==> config.mk <==
export PLATFORM = sky130hd
export DESIGN_NAME = dti_pr_reset_seq
export DESIGN_NICKNAME = d
export VERILOG_FILES = /design/src/rtl/dti_pr_reset_seq.sv
export SDC_FILE = /design/constraint.sdc
export NUM_CORES = 1
export LEC_CHECK = 0
export BUFFER_PORTS_ARGS = -buffer_cell sky130_fd_sc_hd__clkbuf_2
export CAP_MARGIN = 20
export CORE_ASPECT_RATIO = 0.9
export CORE_MARGIN = 2
export CORE_UTILIZATION = 55
export CTS_CLUSTER_DIAMETER = 80
export CTS_CLUSTER_SIZE = 30
export DETAILED_ROUTE_END_ITERATION = 16
export PLACE_DENSITY = 0.77
export SYNTH_ARGS = -nofsm -noshare
export SYNTH_HDL_FRONTEND = slang
export SYNTH_SLANG_ARGS = --single-unit
==> constraint.sdc <==
create_clock -name clk -period 5.1 [get_ports clk]
set_input_delay 0.255 -clock clk [delete_from_list [all_inputs] [get_ports clk]]
set_output_delay 0.255 -clock clk [all_outputs]
set_load 0.02 [all_outputs]
==> src/rtl/dti_pr_reset_seq.sv <==
// dti_pr_reset_seq: drains upstream packets, pulses bridge partial reset until idle/timeout, then acks requester
module dti_pr_reset_seq #(
  parameter int CNT_W = 16
) (
  input  logic             clk,
  input  logic             rst,
  input  logic             pr_req,
  output logic             pr_ack,
  output logic             pr_err,
  input  logic [CNT_W-1:0] timeout_cfg,
  input  logic             req_tvalid,
  input  logic             req_tready,
  input  logic             req_tlast,
  input  logic             idle,
  output logic             partial_reset,
  output logic             hold_start,
  output logic             busy,
  output logic [CNT_W-1:0] flush_cycles
);
  typedef enum logic [1:0] {IDLE, DRAIN, FLUSH, DONE} state_e;
  state_e           state_q, state_d;
  logic             in_pkt_q, in_pkt_d, pr_err_q, pr_err_d, hs, hit_to;
  logic [CNT_W-1:0] cnt_q, cnt_d, fc_q, fc_d, cnt_inc;
  assign hs       = req_tvalid && req_tready;
  assign in_pkt_d = hs ? !req_tlast : in_pkt_q;
  assign cnt_inc  = (&cnt_q) ? cnt_q : cnt_q + 1'b1;
  assign hit_to   = (timeout_cfg != '0) && (cnt_q == timeout_cfg - 1'b1);
  // state register, packet tracker, flush counter and sticky results
  always_ff @(posedge clk or posedge rst) begin
    if (rst) begin
      state_q  <= IDLE;
      in_pkt_q <= 1'b0;
      pr_err_q <= 1'b0;
      cnt_q    <= '0;
      fc_q     <= '0;
    end else begin
      state_q  <= state_d;
      in_pkt_q <= in_pkt_d;
      pr_err_q <= pr_err_d;
      cnt_q    <= cnt_d;
      fc_q     <= fc_d;
    end
  end
  // sequencing: idle has priority over timeout; pr_err cleared only when a new sequence starts
  always_comb begin
    state_d  = state_q;
    pr_err_d = pr_err_q;
    cnt_d    = cnt_q;
    fc_d     = fc_q;
    case (state_q)
      IDLE: begin
        cnt_d = '0;
        if (pr_req) begin
          state_d  = DRAIN;
          pr_err_d = 1'b0;
        end
      end
      DRAIN: state_d = (!in_pkt_q && !hs) ? FLUSH : DRAIN;
      FLUSH: begin
        cnt_d = cnt_inc;
        if (idle || hit_to) begin
          state_d  = DONE;
          pr_err_d = !idle;
          fc_d     = cnt_inc;
        end
      end
      DONE: state_d = pr_req ? DONE : IDLE;
      default: state_d = IDLE;
    endcase
  end
  assign partial_reset = (state_q == FLUSH);
  assign hold_start    = (state_q != IDLE);
  assign busy          = (state_q != IDLE);
  assign pr_ack        = (state_q == DONE);
  assign pr_err        = pr_err_q;
  assign flush_cycles  = fc_q;
endmodule
[After elaboration in Yosys (flattened, before gate mapping)]
Index checks and enable logic that the tools add are counted.
W data, S select, Z words.
Cells by class
  $lt $le $gt $ge: 0
  divide/modulo/power cells: 0
  reductions and logical operators: 16
  multiply operators: 0
  bitwise gates (word level): 0
  eq/ne operators: 6
  add/subtract/negate cells: 2
  mux-type cells: 10
  shift operators: 0
Operators by type and width (number)
  $pmux W16 S2: 1
  $add A16 B1 Y16 const B: 1
  $eq A16 B16 Y1: 1
  $mux W16: 1
  $reduce_and A16 Y1: 1
  $reduce_bool A16 Y1: 1
  $sub A16 B1 Y16 const B: 1
  $mux W2: 4
  $pmux W2 S4: 1
  $eq A2 B2 Y1 const B: 2
  $logic_not A1 Y1: 4
  $reduce_and A2 Y1: 2
  $reduce_bool A2 Y1: 2
  $logic_and A1 B1 Y1: 3
  $reduce_and A3 Y1: 1
  $eq A2 B1 Y1 const B: 1
  $logic_not A2 Y1: 1
  $mux W1: 2
  $ne A2 B1 Y1 const B: 1
  $ne A2 B2 Y1 const B: 1
  $pmux W1 S2: 1
  $logic_or A1 B1 Y1: 1
Word-level totals
  ROM bits: 0
  word-level logic and storage cells: 39
  bits of input ports: 23
  flip-flop bits (word level): 36
  memories: 0
  latch bits: 0
  bits in writable memories: 0

[Depth between registers and ports, before layout]
  depth after elaboration: 6
  mapped depth: 13
  mapped depth without buffers: 9

[Worst setup path before layout]
Ideal clock, no wire load.
  path type: input to register
  start: in timeout_cfg[0]
  end: reg fc_q[0], in the netlist flush_cycles[0]
  library setup time: 132 ps
  buffers on the path: 4
  path slack: 2417 ps
  stages on the path: 13
  data arrival time: 2551 ps
  path through: clkbuf_1 inv_1 ha_1 clkbuf_1 nor2b_1 nand2_1 or4bb_1 a31oi_4 nor2_2 buf_6 buf_6 a222oi_1 nand3_1
Between the ends
  cells in the longest elaborated chain, start to end: 5
RTL lines
  start, declared: RTL line 10  | input logic [CNT_W-1:0] timeout_cfg,
  $sub A16 B1 Y16: RTL line 27  | assign hit_to = (timeout_cfg != '0) && (cnt_q == timeout_cfg - 1'b1);
  $eq A16 B16 Y1: RTL line 27
  $logic_and A1 B1 Y1 (*): RTL line 27
  $logic_or A1 B1 Y1 (*): RTL line 61  | if (idle || hit_to) begin
  $reduce_and A2 Y1 (no source line) (*)
  end signal, assigned: RTL line 35  | fc_q <= '0;
  end signal, assigned: RTL line 41  | fc_q <= fc_d;
  end, declared: RTL line 23  | logic [CNT_W-1:0] cnt_q, cnt_d, fc_q, fc_d, cnt_inc;
Every way passes the cells marked *; elsewhere a longest branch is shown, timed or not.
A chain may end at the register's enable or synchronous reset.

[Final worst setup path]
  start: in timeout_cfg[2]
  end: reg fc_q[14], in the netlist flush_cycles[14]
Same word-level chain as after synthesis.

==> impl.org <==
** Run status
- The run finished with clean final reports.

** Routing
- DRC violation count after routing :: 0
- Detailed routing inserted a total of 3120 vias.
- Count of antenna-violating nets left after detailed routing :: 0
- Violation count after the first detailed-route iteration :: 346
- Detailed-route vias per instance :: 6.49
- The first detailed-routing pass took 6 iterations.
- WL final :: 8.05 mm
- After detailed routing, the average wire length per cell comes to 16.7 µm.

** Timing
- In the finished design, the share of the clock period the worst path needs comes to 67.1%.
- Remaining max-slew budget at the tightest pin :: 29.9%
- The max-slew violation count is 0.
- Number of setup violations in the final report :: 0
- Clock Skews :: 0.00766 ns
- Sum of negative setup slack :: 0 ns
- Derived from the worst setup path, the maximum achievable clock frequency is 292 MHz.
- Min Tclk post-route :: 3.42 ns
- Setup repair after global routing left no endpoint under its margin.
- For the pin with the worst max-slew slack, the measured transition is 1.05 ns.
- Hold Fails Final Rpt :: 0

** Min path
- Class of the most critical hold timing path :: in2async

** Logic synthesis
- Warning count from the yosys run :: 0
- Post-synthesis sequential area ratio :: 28.4%
- The top cell type by area accounts for 28.4% of the synthesized area.
- Number of instances in the synthesized netlist :: 400
- In this run the cell area of the synthesized design comes to 3180 µm².
- In the post-synthesis netlist, the biggest area contributors are sky130_fd_sc_hd__dfrtp_1 (28%), sky130_fd_sc_hd__nand2_1 (6.0%), sky130_fd_sc_hd__xnor2_1 (5.0%), sky130_fd_sc_hd__a222oi_1 (4.4%), sky130_fd_sc_hd__nand3_1 (4.4%).
- In this run, synthesis inferred 0 flip-flops with an integrated enable.
- Number of distinct library cells after synthesis :: 64
- After synthesis the netlist holds a flip-flop and latch count of 36.
- Avg Inst Size Synth :: 7.94 µm²
- Synth Net Count :: 425
- Cell taking the most area after synthesis :: sky130_fd_sc_hd__dfrtp_1
- Proportion of synthesized flip-flops having asynchronous set or reset :: 100%
- Among all flip-flop cells after synthesis, the most frequent one is sky130_fd_sc_hd__dfrtp_1.

** Worst setup path
- Worst-path cell with the longest stage delay :: sky130_fd_sc_hd__nor4_2
- Element type at the critical path start :: input port
- Buffering stage count on the worst path with inverters included :: 1
- In this run the critical register-to-register path is captured at flush_cycles[14].
- Highest net fanout along the worst path :: 32
- Crit Path Class :: in2reg
- The signal on the critical path passes through clkbuf_2 > nor4_2 > nand2_1 > o211a_1 > a2111oi_1 > nand4_2 > or4b_1 > nand3_1.
- The critical path runs through a total of 8 cells.
- Counting cells, the worst reg-to-reg path comes to 7.
- Crit. End Element :: flip-flop
- CP delay by family, top :: simple AND/OR/NAND/NOR gates
- CP Data Arrival Time :: 3.65 ns
- In this design, the stage delay of the slowest critical-path cell is 0.89 ns.
- Critical path launch point :: timeout_cfg[2]
- Internal reg-to-reg setup slack :: 1.91 ns
- The worst register-to-register path begins at cnt_q[13].
- For the worst setup path, the data required time is 5.33 ns.

** Global route
- Global routing finished with a remaining overflow of 0.
- The number of global-route vias before repair came to 2806.
- Global-route total usage across every layer :: 25.4%
- The number of antenna violations at the first check in global routing was 0.
- Pin count of the biggest net entering global routing :: 37
- Global-route wire length before repair :: 13.5 mm

** Clocking
- The tree is rooted in a sky130_fd_sc_hd__clkbuf_8.
- The number of hold buffers added after CTS was 0.
- TritonCTS built the clock tree.
- For this design, the sink count on the clock tree is 36.
- Number of gates resized after CTS :: 0
- The H-tree was split into 2 levels.
- After clock tree synthesis, the setup repair step added 0 buffers.
- No sink is reached through more buffers than the 2 on the longest clock path.
- Clock-pin slew was measured on the worst setup and hold paths at 0.08 ns.
- In this run, CTS created clock tree buffers numbering 5.
- Worst skew pair latency :: 0.29 ns

** Placed design
- Placed wire-length estimate after detailed placement :: 5.69 mm
- Count of buffers from port buffering :: 43
- Routability-driven placement finished with a final weighted congestion of 0.952.

** Die
- 44 I/O pins were placed.
- The die is 76.1 µm tall.
- Die ar. :: 6400 µm²
- Starting density of the core :: 56.4%
- The core region is 5630 µm².
- The floorplan step set the die width to 84.1 µm.
- Total number of placement rows :: 26

** Final layout
- Area grow syn2layout :: 6.54%
- The number of antenna diodes in the final layout is 0.
- In the final layout, the share of cells above drive strength 1 is 16.1%.
- Final layout net count :: 435
- Most frequent standard cell in the layout excluding fill and tap cells :: sky130_fd_sc_hd__nand2_1
- The library cells used most frequently in the layout, excluding fill and tap cells, are sky130_fd_sc_hd__nand2_1 (51), sky130_fd_sc_hd__clkbuf_2 (43), sky130_fd_sc_hd__dfrtp_1 (36), sky130_fd_sc_hd__nand3_1 (28), sky130_fd_sc_hd__o21ai_0 (21).

** Power
- Overall power consumption after layout is estimated at 0.00105 W.
- Summed over all cells, the static leakage comes to 1.38 nW.
- P per Cell Area :: 311 nW/µm²
- Across the VDD grid, the largest voltage drop is 0.303 mV.

** Run
- Max-cap violation count :: 0
-- per-stage QoR --
step	utilization, %	std cells	setup WS [ns]	area [µm²]	hold slack [ns]
after floorplan	-	400	2.42	3180	0.356
after global routing	60.1	481	1.36	3380	0.127
after global placement	58.5	473	1.57	3290	0.373
after detailed placement	58.5	473	1.42	3290	0.378
after CTS	60.1	481	1.72	3380	0.0613
final	60.1	481	1.68	3380	0.0430
-- Yosys cell counts (3+ instances only) --
cell	n
sky130_fd_sc_hd__a211oi_1	3
sky130_fd_sc_hd__a21oi_1	15
sky130_fd_sc_hd__a222oi_1	14
sky130_fd_sc_hd__a31oi_1	6
sky130_fd_sc_hd__and2_1	3
sky130_fd_sc_hd__and3_1	7
sky130_fd_sc_hd__buf_2	3
sky130_fd_sc_hd__buf_6	4
sky130_fd_sc_hd__clkbuf_1	32
sky130_fd_sc_hd__dfrtp_1	36
sky130_fd_sc_hd__inv_1	11
sky130_fd_sc_hd__mux2_2	3
sky130_fd_sc_hd__mux2i_1	8
sky130_fd_sc_hd__nand2_1	51
sky130_fd_sc_hd__nand2b_1	3
sky130_fd_sc_hd__nand3_1	28
sky130_fd_sc_hd__nand3b_1	4
sky130_fd_sc_hd__nand4_1	4
sky130_fd_sc_hd__nor2_1	20
sky130_fd_sc_hd__nor2b_1	15
sky130_fd_sc_hd__nor3_1	10
sky130_fd_sc_hd__nor4_1	4
sky130_fd_sc_hd__o211ai_1	3
sky130_fd_sc_hd__o21ai_0	21
sky130_fd_sc_hd__or3_1	16
sky130_fd_sc_hd__xnor2_1	18
sky130_fd_sc_hd__xor2_1	10
-- logic make-up after synthesis --
family	after synthesis	share of synthesized area, %
AND/OR/NAND/NOR	182	31.0
AO/OA/AOI/OAI	87	20.3
buffers and inverters	52	7.45
flip-flops	36	28.4
XOR/XNOR	28	7.72
multiplexers	13	4.29
adder cells (fa/ha/maj)	2	0.788
-- worst reg2reg max path, cell delays in order, from the launching register on --
cell and delay (ns):
sky130_fd_sc_hd__dfrtp_1 0.49, sky130_fd_sc_hd__xor2_1 0.26, sky130_fd_sc_hd__a211oi_1 0.27, sky130_fd_sc_hd__nand4b_1 0.12, sky130_fd_sc_hd__a2111oi_1 0.50, sky130_fd_sc_hd__nand4_2 0.70
sky130_fd_sc_hd__or4b_1 0.71, sky130_fd_sc_hd__nand3_1 0.08
-- flip-flops by register name, summed over array words and instances, names as in the netlist --
| name | flops |
|---|---|
| pr_err | 1 |
| in_pkt_q | 1 |
| state_q | 2 |
| flush_cycles | 16 |
| cnt_q | 16 |
-- routing by layer --
metal	GRT usage, %	share of wire (%)	routed length [µm]
met5	0	0	0
met4	6.77	1.7	137
met1	36.7	45	3610
met3	4.44	7.5	603
met2	39.4	46	3690
-- area by class of cell --
cell class	count	area, µm²
clock buffer	6	82.6
clock inverter	2	10.0
fill	497	2240
inverter	11	41.3
multi-input combinational	312	2040
sequential	36	901
tap	70	87.6
timing repair buffer	44	223
-- how the worst max path moves through the flow --
stage                        to  slack [ns]
2_1_floorplan   flush_cycles[0]        2.42
3_3_place_gp   flush_cycles[14]        1.57
3_5_place_dp   flush_cycles[14]        1.42
4_1_cts        flush_cycles[14]        1.72
5_1_grt        flush_cycles[14]        1.36
6_report       flush_cycles[14]        1.68
-- power by group --
part           switching (W)  internal [W]  leakage (nW)
registers          0.0000875      0.000328         0.434
clock network       0.000109      0.000108        0.0510
logic               0.000259      0.000162         0.897
No activity file was read; power rests on OpenSTA's default activity.
